--- src/rtl/pwm_pkg.sv ---
// Constants and types shared by the PWM generator and the PWM capture block.
package pwm_pkg;

  localparam int DIV_FAST_DEFAULT = 10416;
  localparam int DIV_SLOW_DEFAULT = 200000;
  localparam int FRAME_TICKS      = 128;
  localparam int TIMEOUT_TICKS    = 256;

  typedef enum logic [1:0] {
    IDLE      = 2'd0,
    WAIT_RISE = 2'd1,
    HIGH      = 2'd2,
    LOW       = 2'd3
  } state_t;

  function automatic logic [6:0] sat7(input logic [8:0] v);
    return (v > 9'd127) ? 7'd127 : v[6:0];
  endfunction

endpackage

--- src/rtl/pwm_sync_edge.sv ---
// Two-flop synchronizer for the asynchronous PWM pin, plus registered
// single-cycle rise/fall pulses (three clocks from pin to pulse).
module pwm_sync_edge (
  input  logic clk,
  input  logic rst_n,
  input  logic din,
  output logic rise,
  output logic fall
);

  logic s1;
  logic s2;
  logic s3;

  // synchronizer chain and edge pulse registers
  always_ff @(posedge clk) begin
    if (!rst_n) begin
      s1   <= 1'b0;
      s2   <= 1'b0;
      s3   <= 1'b0;
      rise <= 1'b0;
      fall <= 1'b0;
    end else begin
      s1   <= din;
      s2   <= s1;
      s3   <= s2;
      rise <= s2 & ~s3;
      fall <= ~s2 & s3;
    end
  end

endmodule

--- src/rtl/tt_um_pwm_decoder.sv ---
// PWM capture: measures high time and period in prescaled ticks and reports
// the duty of each accepted 128-tick frame, with stuck-high/low detection.
module tt_um_pwm_decoder
  import pwm_pkg::*;
#(
  parameter int DIV_FAST = DIV_FAST_DEFAULT,
  parameter int DIV_SLOW = DIV_SLOW_DEFAULT,
  parameter int PER_TOL  = 8
) (
  input  logic       clk,
  input  logic       rst_n,
  input  logic       ena,
  input  logic [7:0] ui_in,
  output logic [7:0] uo_out,
  input  logic [7:0] uio_in,
  output logic [7:0] uio_out,
  output logic [7:0] uio_oe
);

  localparam logic [17:0] DIV_F   = 18'(DIV_FAST);
  localparam logic [17:0] DIV_S   = 18'(DIV_SLOW);
  localparam logic [8:0]  P_MIN   = 9'(FRAME_TICKS - PER_TOL);
  localparam logic [8:0]  P_MAX   = 9'(FRAME_TICKS + PER_TOL);
  localparam logic [8:0]  T_LIMIT = 9'(TIMEOUT_TICKS);

  logic        rise;
  logic        fall;
  state_t      state;
  logic        sel;
  logic [17:0] q;
  logic [7:0]  h;
  logic [8:0]  p;
  logic [8:0]  t;
  logic [6:0]  h_lat;
  logic [6:0]  duty;
  logic        valid;
  logic        strobe;
  logic        stuck_hi;
  logic        stuck_lo;

  logic [17:0] div;
  logic        tick;
  logic [7:0]  h_eff;
  logic [8:0]  p_eff;
  logic [8:0]  t_eff;
  logic [17:0] q_eff;
  logic [8:0]  h_round;
  logic        timeout;
  logic        p_ok;
  logic        unused_ok;

  pwm_sync_edge u_sync (
    .clk  (clk),
    .rst_n(rst_n),
    .din  (ui_in[0]),
    .rise (rise),
    .fall (fall)
  );

  // this cycle's tick is folded in before any edge-driven clear
  always_comb begin
    div     = sel ? DIV_S : DIV_F;
    tick    = (q == div);
    h_eff   = (h == 8'd255) ? h : h + {7'd0, tick};
    p_eff   = (p == 9'd511) ? p : p + {8'd0, tick};
    t_eff   = t + {8'd0, tick};
    q_eff   = tick ? 18'd0 : q;
    h_round = {1'b0, h_eff} + {8'd0, (q_eff >= (div >> 1))};
    timeout = (t_eff == T_LIMIT) && !rise && !fall;
    p_ok    = (p_eff >= P_MIN) && (p_eff <= P_MAX);
  end

  // capture FSM with prescaler, counters and registered outputs
  always_ff @(posedge clk) begin
    if (!rst_n) begin
      state    <= IDLE;
      sel      <= 1'b0;
      q        <= 18'd0;
      h        <= 8'd0;
      p        <= 9'd0;
      t        <= 9'd0;
      h_lat    <= 7'd0;
      duty     <= 7'd0;
      valid    <= 1'b0;
      strobe   <= 1'b0;
      stuck_hi <= 1'b0;
      stuck_lo <= 1'b0;
    end else if (!ena) begin
      state  <= IDLE;
      q      <= 18'd0;
      h      <= 8'd0;
      p      <= 9'd0;
      t      <= 9'd0;
      strobe <= 1'b0;
    end else begin
      strobe <= 1'b0;
      case (state)
        IDLE: begin
          sel   <= ui_in[1];
          state <= WAIT_RISE;
        end
        default: begin
          q <= (rise || tick) ? 18'd0 : q + 18'd1;
          t <= (rise || fall || timeout) ? 9'd0 : t_eff;
          if (rise) begin
            sel <= ui_in[1];
          end
          if (timeout) begin
            state <= WAIT_RISE;
            q     <= 18'd0;
            h     <= 8'd0;
            p     <= 9'd0;
            valid <= 1'b0;
            if (state == HIGH) begin
              duty     <= 7'd127;
              stuck_hi <= 1'b1;
            end else begin
              duty     <= 7'd0;
              stuck_lo <= 1'b1;
            end
          end else begin
            case (state)
              WAIT_RISE: begin
                if (rise) begin
                  h     <= 8'd0;
                  p     <= 9'd0;
                  state <= HIGH;
                end
              end
              HIGH: begin
                h <= h_eff;
                p <= p_eff;
                if (fall) begin
                  h_lat <= sat7(h_round);
                  state <= LOW;
                end
              end
              LOW: begin
                p <= p_eff;
                if (rise) begin
                  if (p_ok) begin
                    duty     <= h_lat;
                    strobe   <= 1'b1;
                    valid    <= 1'b1;
                    stuck_hi <= 1'b0;
                    stuck_lo <= 1'b0;
                  end else begin
                    valid <= 1'b0;
                  end
                  h     <= 8'd0;
                  p     <= 9'd0;
                  state <= HIGH;
                end
              end
              default: state <= IDLE;
            endcase
          end
        end
      endcase
    end
  end

  assign uo_out    = {valid, duty};
  assign uio_out   = {5'd0, stuck_lo, stuck_hi, strobe};
  assign uio_oe    = 8'h07;
  assign unused_ok = &{1'b0, ui_in[7:2], uio_in};

endmodule
--- config.mk ---
export PLATFORM = sky130hd
export DESIGN_NAME = tt_um_pwm_decoder
export DESIGN_NICKNAME = d
export VERILOG_FILES = /design/src/rtl/pwm_pkg.sv /design/src/rtl/pwm_sync_edge.sv /design/src/rtl/tt_um_pwm_decoder.sv
export SDC_FILE = /design/constraint.sdc
export NUM_CORES = 1
export LEC_CHECK = 0
export ABC_AREA = 1
export BUFFER_PORTS_ARGS = -buffer_cell sky130_fd_sc_hd__buf_2
export CORE_AREA = 2 2 128 130
export CTS_CLUSTER_DIAMETER = 120
export CTS_CLUSTER_SIZE = 24
export DETAILED_ROUTE_END_ITERATION = 10
export DIE_AREA = 0 0 130 132
export MAX_ROUTING_LAYER = met4
export PLACE_DENSITY = 0.42
export SLEW_MARGIN = 40
export SYNTH_ARGS = -nofsm -noshare
export SYNTH_HDL_FRONTEND = slang
export SYNTH_SLANG_ARGS = --single-unit
--- constraint.sdc ---
create_clock -name clk -period 3.8 [get_ports clk]
set_input_delay 0.19 -clock clk [delete_from_list [all_inputs] [get_ports clk]]
set_output_delay 0.19 -clock clk [all_outputs]
set_load 0.02 [all_outputs]
==> results of run 1 <==
routing by layer:
layer,vias to the layer above,global-route usage,routed length (um)
met2,49,0.233,5360
met1,1890,0.183,5620
li1,2230,-,-
met3,9,0.0381,367
met4,0,0.0364,113
met5,-,-,0
path summary, 6_finish.rpt:
check | to | slack, ns | cells past startpoint
max | h_lat[2]$_SDFFE_PN0P_ | 0.27 | 26
min | u_sync.s1$_SDFF_PN0_ | 0.06 | 3
max reg2reg | h_lat[2]$_SDFFE_PN0P_ | 0.27 | 26
min reg2reg | u_sync.fall$_SDFF_PN0_ | 0.41 | 1
state kept, by name, summed over array words and instances (netlist names), 2 cells and up:
name	count
t	9
duty	7
state	2
p	9
h	8
q	18
h_lat	7
area by class of cell:
| cell class | instances | area [um2] | share of cell area |
|---|---|---|---|
| clock buffers | 12 | 246 | 0.0457 |
| clock inverters | 4 | 22.5 | 0.00417 |
| inverters | 96 | 373 | 0.0691 |
| multi-input cells | 497 | 2840 | 0.526 |
| flip-flops and latches | 70 | 1410 | 0.261 |
| well taps | 216 | 270 | 0.0501 |
| repair buffers | 36 | 236 | 0.0438 |
Yosys cell counts, types with 2 or more instances:
cell type | number | share of area
nor2_4 | 5 | 0.012
inv_4 | 2 | 0.0027
o22ai_1 | 19 | 0.025
buf_4 | 19 | 0.030
nand3_1 | 49 | 0.052
a21oi_4 | 2 | 0.0070
nor2_2 | 21 | 0.028
inv_2 | 7 | 0.0056
o32ai_1 | 2 | 0.0037
o21ai_1 | 3 | 0.0032
nor2_1 | 42 | 0.034
xnor2_1 | 8 | 0.015
nand3_2 | 5 | 0.011
xor2_1 | 21 | 0.039
inv_1 | 82 | 0.066
nand2_1 | 179 | 0.14
o21ai_0 | 15 | 0.016
nor3_1 | 10 | 0.011
ha_1 | 19 | 0.051
nand4_1 | 14 | 0.019
clkinv_1 | 4 | 0.0032
nor4_1 | 3 | 0.0040
conb_1 | 2 | 0.0016
buf_2 | 6 | 0.0064
dfxtp_1 | 70 | 0.30
nand2_2 | 10 | 0.013
o31ai_1 | 2 | 0.0032
clkbuf_1 | 10 | 0.0080
nand3_4 | 4 | 0.015
a21oi_1 | 38 | 0.041
timing repair:
| item | CTS | global route |
|---|---|---|
| endpoints found under the setup margin | 0 | 27 |
| resized for setup | 0 | 32 |
| setup buffers | 0 | 3 |
logic make-up (layout without fill, tap and decap cells):
| kind of cell | after synthesis | count (layout) | share of synthesized area |
|---|---|---|---|
| buffers and inverters | 131 | 148 | 0.124 |
| adders and majority gates | 19 | 19 | 0.0508 |
| AOI/OAI and AO/OA | 88 | 88 | 0.111 |
| DFF | 70 | 70 | 0.300 |
| and+or+nand+nor | 348 | 348 | 0.359 |
| other | 2 | 13 | 0.00161 |
| xor gates and xnor gates | 29 | 29 | 0.0543 |
where the power goes:
| part | total [mW] | switching (mW) | internal, mW | leakage (nW) |
|---|---|---|---|---|
| logic | 0.0834 | 0.0612 | 0.0223 | 1.58 |
| clock network | 0.785 | 0.328 | 0.457 | 0.132 |
| registers | 0.741 | 0.00369 | 0.737 | 0.568 |
| total | 1.61 | 0.393 | 1.22 | 2.28 |
critical path: stages (launching register included):
cell and delay (ns):
dfxtp_2 0.34, inv_2 0.09, nand4_1 0.14, nor4_2 0.30, nand3_2 0.16, nand2_1 0.12, inv_2 0.05, ha_4 0.21
a21oi_2 0.10, o21ai_1 0.07, a21o_1 0.16, a21oi_2 0.11, nand2_1 0.07, a21oi_2 0.17, nor2_1 0.06, nor2_1 0.08
nand2_1 0.08, ha_2 0.19, ha_4 0.16, nand3_2 0.08, nor2_1 0.05, nand2_1 0.08, nand2_1 0.07, nand2_2 0.08
nand3_4 0.18, nor2_4 0.16, nor2_2 0.03
through the flow:
stage | instances | util | hold WS, ns
after floorplan | 698 | - | 0.288
after global placement | 912 | 0.317 | 0.395
after detailed placement | 912 | 0.317 | 0.404
after CTS | 928 | 0.335 | 0.0505
after global routing | 931 | 0.343 | 0.0527
final | 931 | 0.343 | 0.0638
==> run metrics, run 1 <==
io pins 43; commonest cells after routing, fill and taps aside 178 x nand2_1, 78 x inv_1, 65 x dfxtp_1; antenna cells 0; largest net degree at the start of global routing 22; Tot GR Track Use 0.146; Slew Limit Fails 0; die area 17200 um2; DRC Markers 0; proportion of layout cells with a drive suffix above 1 0.186; initial antenna violation count 0; DRT iter0 DRCs 162; Critical R2R Launch q[9]$_SDFFE_PN0N_; final hold violations 0; placed inst area 4990 um2; Worst Hold Class primary input to register; final std cell area, no fill approximately 5400 um2; Clk Latency, worst-skew pair 0.34 ns; Max-slew headroom 0.570; Synth Flop Type dfxtp_1; hold path start ui_in[0]; worst-path fanout max 7; max-cap violation count 0; Worst-path clk slew 0.06 ns; setup TNS 0 ns; crit end category register; sequential-to-total area share from yosys stat 0.300; ys async rst share 0; WS Path Type register to register; DR WL/cell 12.3 um; grt ovf 0; Synth cell types 44; PwrDens 298 nW/um2; CTS tree done; pre-CTS setup slack 0.0322 ns; leakage roughly 2.3 nW; final setup vio count 0; commonest non-fill, non-tap cell in the layout nand2_1; RSZ-0062 raised after global routing false; die span in y 132 um; period utilization 0.928; width of the die 130 um; Final HPWL DP about 8700 um; core area 15700 um2; WP data required 4.02 ns; Setup crit start kind register; Syn-to-layout area delta 15.4%; Yosys reg bits 70; First-pass DRT Iterations 4; Clock Sinks 70; root buffer cell clkbuf_16; Rows between 40 and 50; post-route ant nets 0; Synth Area per Inst 6.81 um2; Arr. time, crit path 3.75 ns; status finished, final reports clean; Max VDD drop 0.194 mV; Mapped Area 4680 um2; CTS buffer count 9; vias in the first global route approximately 4100; DR vias/cell between 4 and 5; Initial Util 0.298; Ys Warns 0; clk buf depth 2; H-tree depth 3; fillers 1717; Syn Inst Count 687; Tmin final about 3.5 ns; final WL 11500 um; I/O Buffers 15; maximum clock frequency 0.284 GHz; Clock Skew 0.0110 ns; final setup margin 0.274 ns; Slew @ Worst Pin 0.642 ns; Via Count roughly 4200; CTS Hold Buffers Added 0; first-pass GRT wire length 19500 um; Post-synth EDFFs 0; Nets between 700 and 800; gpl congestion 0.830; CP Launch Point q[9]$_SDFFE_PN0N_; Final Power 1.61 mW
(Power assumes the default switching activity.)
==> inputs of run 2 (changes only) <==
Settings changed: CORE_AREA 2 2 128 130 to 2 2 148 114, DIE_AREA 0 0 130 132 to 0 0 150 116, PLACE_DENSITY 0.42 to 0.41.
==> run 2 against run 1 <==
Net effect:
- cell count decreased by 1.1%
- cell area fell by 1.0%
- clock power barely moved
- fmax grew 0.82%
- routed wire length rose by 0.65%
- sequential power barely moved
- power about the same
- setup slack improved by 0.029 ns
- die area up 1.4%
- register-to-register slack gained 0.03 ns
- combinational power is 0.7% lower
==> run metrics, run 2 (synthesized netlist as in run 1, its figures left out) <==
PwrDens 301 nW/um2; leakage 2.25 nW; final WL ~12000 um; Clock Sinks 70; commonest cells after routing, fill and taps aside 178 x nand2_1, 78 x inv_1, 69 x dfxtp_1; Crit path largest cell delay 0.34 ns; placed instance count slightly above 900; placed inst area 4970 um2; clk buf depth 2; Arr. time, crit path 3.72 ns; RR Endpoint h_lat[1]$_SDFFE_PN0P_; status finished, final reports clean; Clock Skew roughly 0.0068 ns; io pins 43; core area 15800 um2; multi-input logic area 2830 um2; die area ~17000 um2; max-cap violation count 0; first-pass GRT wire length 19300 um; proportion of layout cells with a drive suffix above 1 0.174; largest net degree at the start of global routing 23; Slowest-stage cell, CP dfxtp_1; R2R setup slack slightly above 0.3 ns; setup TNS 0 ns; final hold violations 0; Nets around 740; vias in the first global route 3883; FF-to-FF path depth 26; fillers 1749; Final Power 1.61 mW; commonest non-fill, non-tap cell in the layout nand2_1; Top Registers q x18, p x9, t x9; CTS tree done; worst-path fanout max 7; Max-slew headroom 0.569; Final Non-Filler Cells 921; gpl congestion 0.830; most frequent CP cell nand2_1; First-pass DRT Iterations 4; Final HPWL DP 8660 um; Setup crit start kind register; Slew Limit Fails 0; Largest Register q; crit end category register; Via Count between 4000 and 5000; Syn-to-layout area delta 14.2%; Slew @ Worst Pin between 0.6 and 0.7 ns; CTS buffer count 9; Initial Util 0.296; post-route ant nets 0; die span in y 116 um; DR WL/cell around 13 um; Tmin final 3.50 ns; Rows 40; max reg flops 18; Worst Hold Class primary input to register; DRT iter0 DRCs 208; Critical R2R Launch q[3]$_SDFFE_PN0N_; maximum clock frequency 0.286 GHz; I/O Buffers 15; initial antenna violation count 0; WHS Path Cells 3; period utilization 0.920; width of the die 150 um; Clk Latency, worst-skew pair about 0.33 ns; WS Path Type register to register; WP data required 4.02 ns; DRC Markers 0; DR vias/cell between 4 and 5; Hold EP u_sync.s1$_SDFF_PN0_; H-tree depth 3; final setup vio count 0; grt ovf 0; Max VDD drop 0.207 mV; antenna cells 0; Setup Fix Bufs, Post-CTS 0; final std cell area, no fill 5340 um2; Tot GR Track Use 0.145; root buffer cell clkbuf_16; FF+latch area between 1000 and 1500 um2; hold path start ui_in[0]; Worst-path clk slew 0.06 ns
[run 2: power breakdown]
part	total [mW]	internal, mW	switching (mW)
clock network	0.785	0.460	0.325
logic	0.0828	0.0217	0.0611
registers	0.741	0.737	0.00365
[run 2: per-stage QoR]
stage / worst slack (ns) / hold slack, ns / util
after floorplan: 0.310 / 0.288 / -
after CTS: 0.0590 / 0.0598 / 0.332
after global routing: -0.0104 / 0.0739 / 0.338
final: 0.303 / 0.0621 / 0.338
after detailed placement: 0.0696 / 0.398 / 0.314
after global placement: 0.0780 / 0.397 / 0.314
[run 2: area by class of cell]
type                            count  share of cell area
Multi-Input combinational cell    497               0.530
Sequential cell                    70               0.263
Inverter                           96              0.0694
Tap cell                          210              0.0492
Clock buffer                       13              0.0469
Timing Repair Buffer               32              0.0387
Clock inverter                      3             0.00375
[run 2: worst max-delay path by stage]
stage / from / end / slack [ns] / cells after the start
4_1_cts: q[0]$_SDFFE_PN0N_ / h_lat[2]$_SDFFE_PN0P_ / 0.06 / 27
3_3_place_gp: q[0]$_SDFFE_PN0N_ / h_lat[4]$_SDFFE_PN0P_ / 0.08 / 27
2_1_floorplan: q[0]$_SDFFE_PN0N_ / h_lat[0]$_SDFFE_PN0P_ / 0.31 / 28
3_5_place_dp: q[0]$_SDFFE_PN0N_ / h_lat[2]$_SDFFE_PN0P_ / 0.07 / 27
6_report: q[3]$_SDFFE_PN0N_ / h_lat[1]$_SDFFE_PN0P_ / 0.30 / 26
5_1_grt: q[1]$_SDFFE_PN0N_ / h_lat[4]$_SDFFE_PN0P_ / -0.01 / 27
[run 2: critical path: cells and delay by family (launching register included)]
| family | cells | cell delay (ns) |
|---|---|---|
| adders and majority gates | 3 | 0.60 |
| AOI/OAI and AO/OA | 5 | 0.63 |
| DFF | 1 | 0.34 |
| and+or+nand+nor | 16 | 1.63 |
| buffers and inverters | 2 | 0.18 |
[run 2: layer usage]
layer	part of all wire	vias to the layer above	wire length (um)	GRT usage
met2	0.41	43	4720	0.205
met1	0.55	1923	6350	0.210
li1	-	2223	-	-
met3	0.032	10	374	0.0311
met5	0	-	0	-
met4	0.0082	0	95	0.0283
[run 2: what timing repair did]
item,CTS,global route
hold buffers,0,0
setup endpoints to repair,0,35
gates resized for setup,0,24
endpoints found under the hold margin,0,0
==> inputs of run 3 (changes only) <==
Clock period 3.8 ns to 3.65 ns, I/O delays scaled along.
==> run 3 against run 2 <==
Net effect:
- power rose by 7.0%
- critical path depth did not move
- clock skew up 0.0023 ns
- count of clock-buffer cells in the layout shrank 1
- critical path type unchanged
- highest routed layer unchanged
==> run metrics, run 3 (synthesized netlist as in run 1, its figures left out) <==
met2 routed WL 4900 um; met3 WL 342 um; Net Sw Frac 0.233; Switch Pwr 0.402 mW; Top Registers q x18, p x9, t x9; DR vias/cell 4.52; Rows 40; DRT iter0 DRCs around 230; Slew Limit Fails 0; Max-slew headroom 0.556; Via Count 4240; commonest non-fill, non-tap cell in the layout nand2_1; crit end category register; Initial Util 0.296; fillers around 1700; final setup vio count 0; maximum clock frequency approximately 0.3 GHz; Final Non-Filler Cells approximately 940; WS Path Type register to register; Worst-path clk slew 0.05 ns; max-cap violation count 0; vias in the first global route about 4000; Worst Hold Class primary input to register; final WL 11900 um; CTS Hold Buffers Added 0; CTS tree done; Arr. time, crit path between 3 and 4 ns; Nets approximately 760; hold path start ui_in[0]; Clk pwr share 0.500; width of the die 150 um; core area 15800 um2; CTS buffer count 9; RSZ-0062 raised after global routing true; initial antenna violation count 0; status finished, final reports clean; Combinational Power Share 0.052; post-route ant nets 0; commonest cells after routing, fill and taps aside 176 x nand2_1, 76 x inv_1, 64 x dfxtp_1; Largest Register q; root buffer cell clkbuf_16; period utilization 0.928; H-tree depth 3; Max VDD drop 0.205 mV; clk buf depth 2; grt ovf 0; die area 17400 um2; Final Power 1.72 mW; CP Launch Point q[14]$_SDFFE_PN0N_; Tot GR Track Use 0.148; DRC Markers 0; largest net degree at the start of global routing 23; final hold violations 0; Final HPWL DP roughly 8700 um; max reg flops 18; Clk Latency, worst-skew pair 0.33 ns; WP data required 3.87 ns; PwrDens 312 nW/um2; io pins 43; DR WL/cell 12.6 um; Clock Skew between 0.009 and 0.01 ns; WL met1 roughly 6500 um; Critical R2R Launch q[14]$_SDFFE_PN0N_; First-pass DRT Iterations 4; proportion of layout cells with a drive suffix above 1 0.213; first-pass GRT wire length 19800 um; Flop pwr share 0.448; placed instance count 913; internal power 1.32 mW; Setup crit start kind register; Top Metal Used met4; gpl congestion just over 0.8; die span in y between 100 and 150 um; worst-path fanout max 7; leakage 2.34 nW; Tmin final 3.39 ns; final core area utilization 0.349; Slew @ Worst Pin 0.664 ns; I/O Buffers 15; antenna cells 0; Clock Sinks 70; Syn-to-layout area delta 17.9%
-- run 3: changes by cell type in the layout (fill, tap and decap cells not counted), sizes merged --
cell / before / now
bufinv: 0 / 1
clkbuf: 13 / 12
clkinvlp: 2 / 1
buf: 32 / 49
clkinv: 6 / 7
-- run 3: path summary, 6_finish.rpt --
kind                            endpoint  slack [ns]  cells after the start
setup / recovery   h_lat[2]$_SDFFE_PN0P_        0.26                     26
hold / removal      u_sync.s1$_SDFF_PN0_        0.06                      3
setup reg to reg   h_lat[2]$_SDFFE_PN0P_        0.26                     26
hold reg to reg   u_sync.fall$_SDFF_PN0_        0.41                      1
-- run 3: area by class of cell --
class	count	area (um2)	share of cell area
multi-input combinational	497	2850	0.517
sequential	70	1410	0.256
inverter	96	370	0.0672
timing repair buffer	49	335	0.0608
tap	210	263	0.0477
clock buffer	12	236	0.0429
clock inverter	4	47.5	0.00862
-- run 3: layer usage --
layer	vias to the layer above	global-route usage
li1	2247	-
met4	0	0.0396
met2	40	0.209
met3	11	0.0307
met5	-	-
met1	1942	0.212
-- run 3: through the flow --
| stage | area, um2 | setup TNS [ns] | hold slack, ns | worst slack (ns) |
|---|---|---|---|---|
| 2_1_floorplan | 4720 | 0 | 0.280 | 0.160 |
| 3_3_place_gp | 5030 | 0 | 0.394 | 0.0872 |
| 3_5_place_dp | 5040 | -0.0188 | 0.397 | -0.0175 |
| 4_1_cts | 5320 | 0 | 0.0491 | 0.00710 |
| 5_1_grt | 5510 | -0.405 | 0.0669 | -0.0792 |
| 6_report | 5510 | 0 | 0.0643 | 0.262 |
-- run 3: worst max-delay path: stages (launching register included) --
cell     delay (ns)
dfxtp_2        0.34
inv_2          0.06
nand4_1        0.22
nor4_4         0.22
nand3_2        0.13
nand2_1        0.09
inv_1          0.06
ha_4           0.22
a21oi_2        0.11
o21ai_1        0.07
a21o_1         0.17
a21oi_2        0.11
nand2_1        0.07
a21oi_2        0.17
nor2_1         0.06
nor2_1         0.09
nand2_1        0.07
ha_2           0.19
ha_4           0.16
nand3_2        0.07
nor2_1         0.04
nand2_1        0.06
nand2_1        0.06
nand2_2        0.08
nand3_4        0.15
nor2_4         0.15
nor2_2         0.03
-- run 3: what timing repair did --
action | in CTS | in global routing
setup endpoints to repair | 7 | 53
buffers inserted | 0 | 9
pin swaps | 0 | 13
resized for setup | 1 | 35
-- run 3: power by group through the flow --
stage          Sequential [mW]  Clock (mW)  Combinational [mW]
2_1_floorplan            0.787           0              0.0712
3_3_place_gp             0.788           0              0.0837
3_5_place_dp             0.788           0              0.0849
4_1_cts                  0.771       0.890              0.0855
5_1_grt                  0.772       0.921               0.100
6_report                 0.772       0.861              0.0894
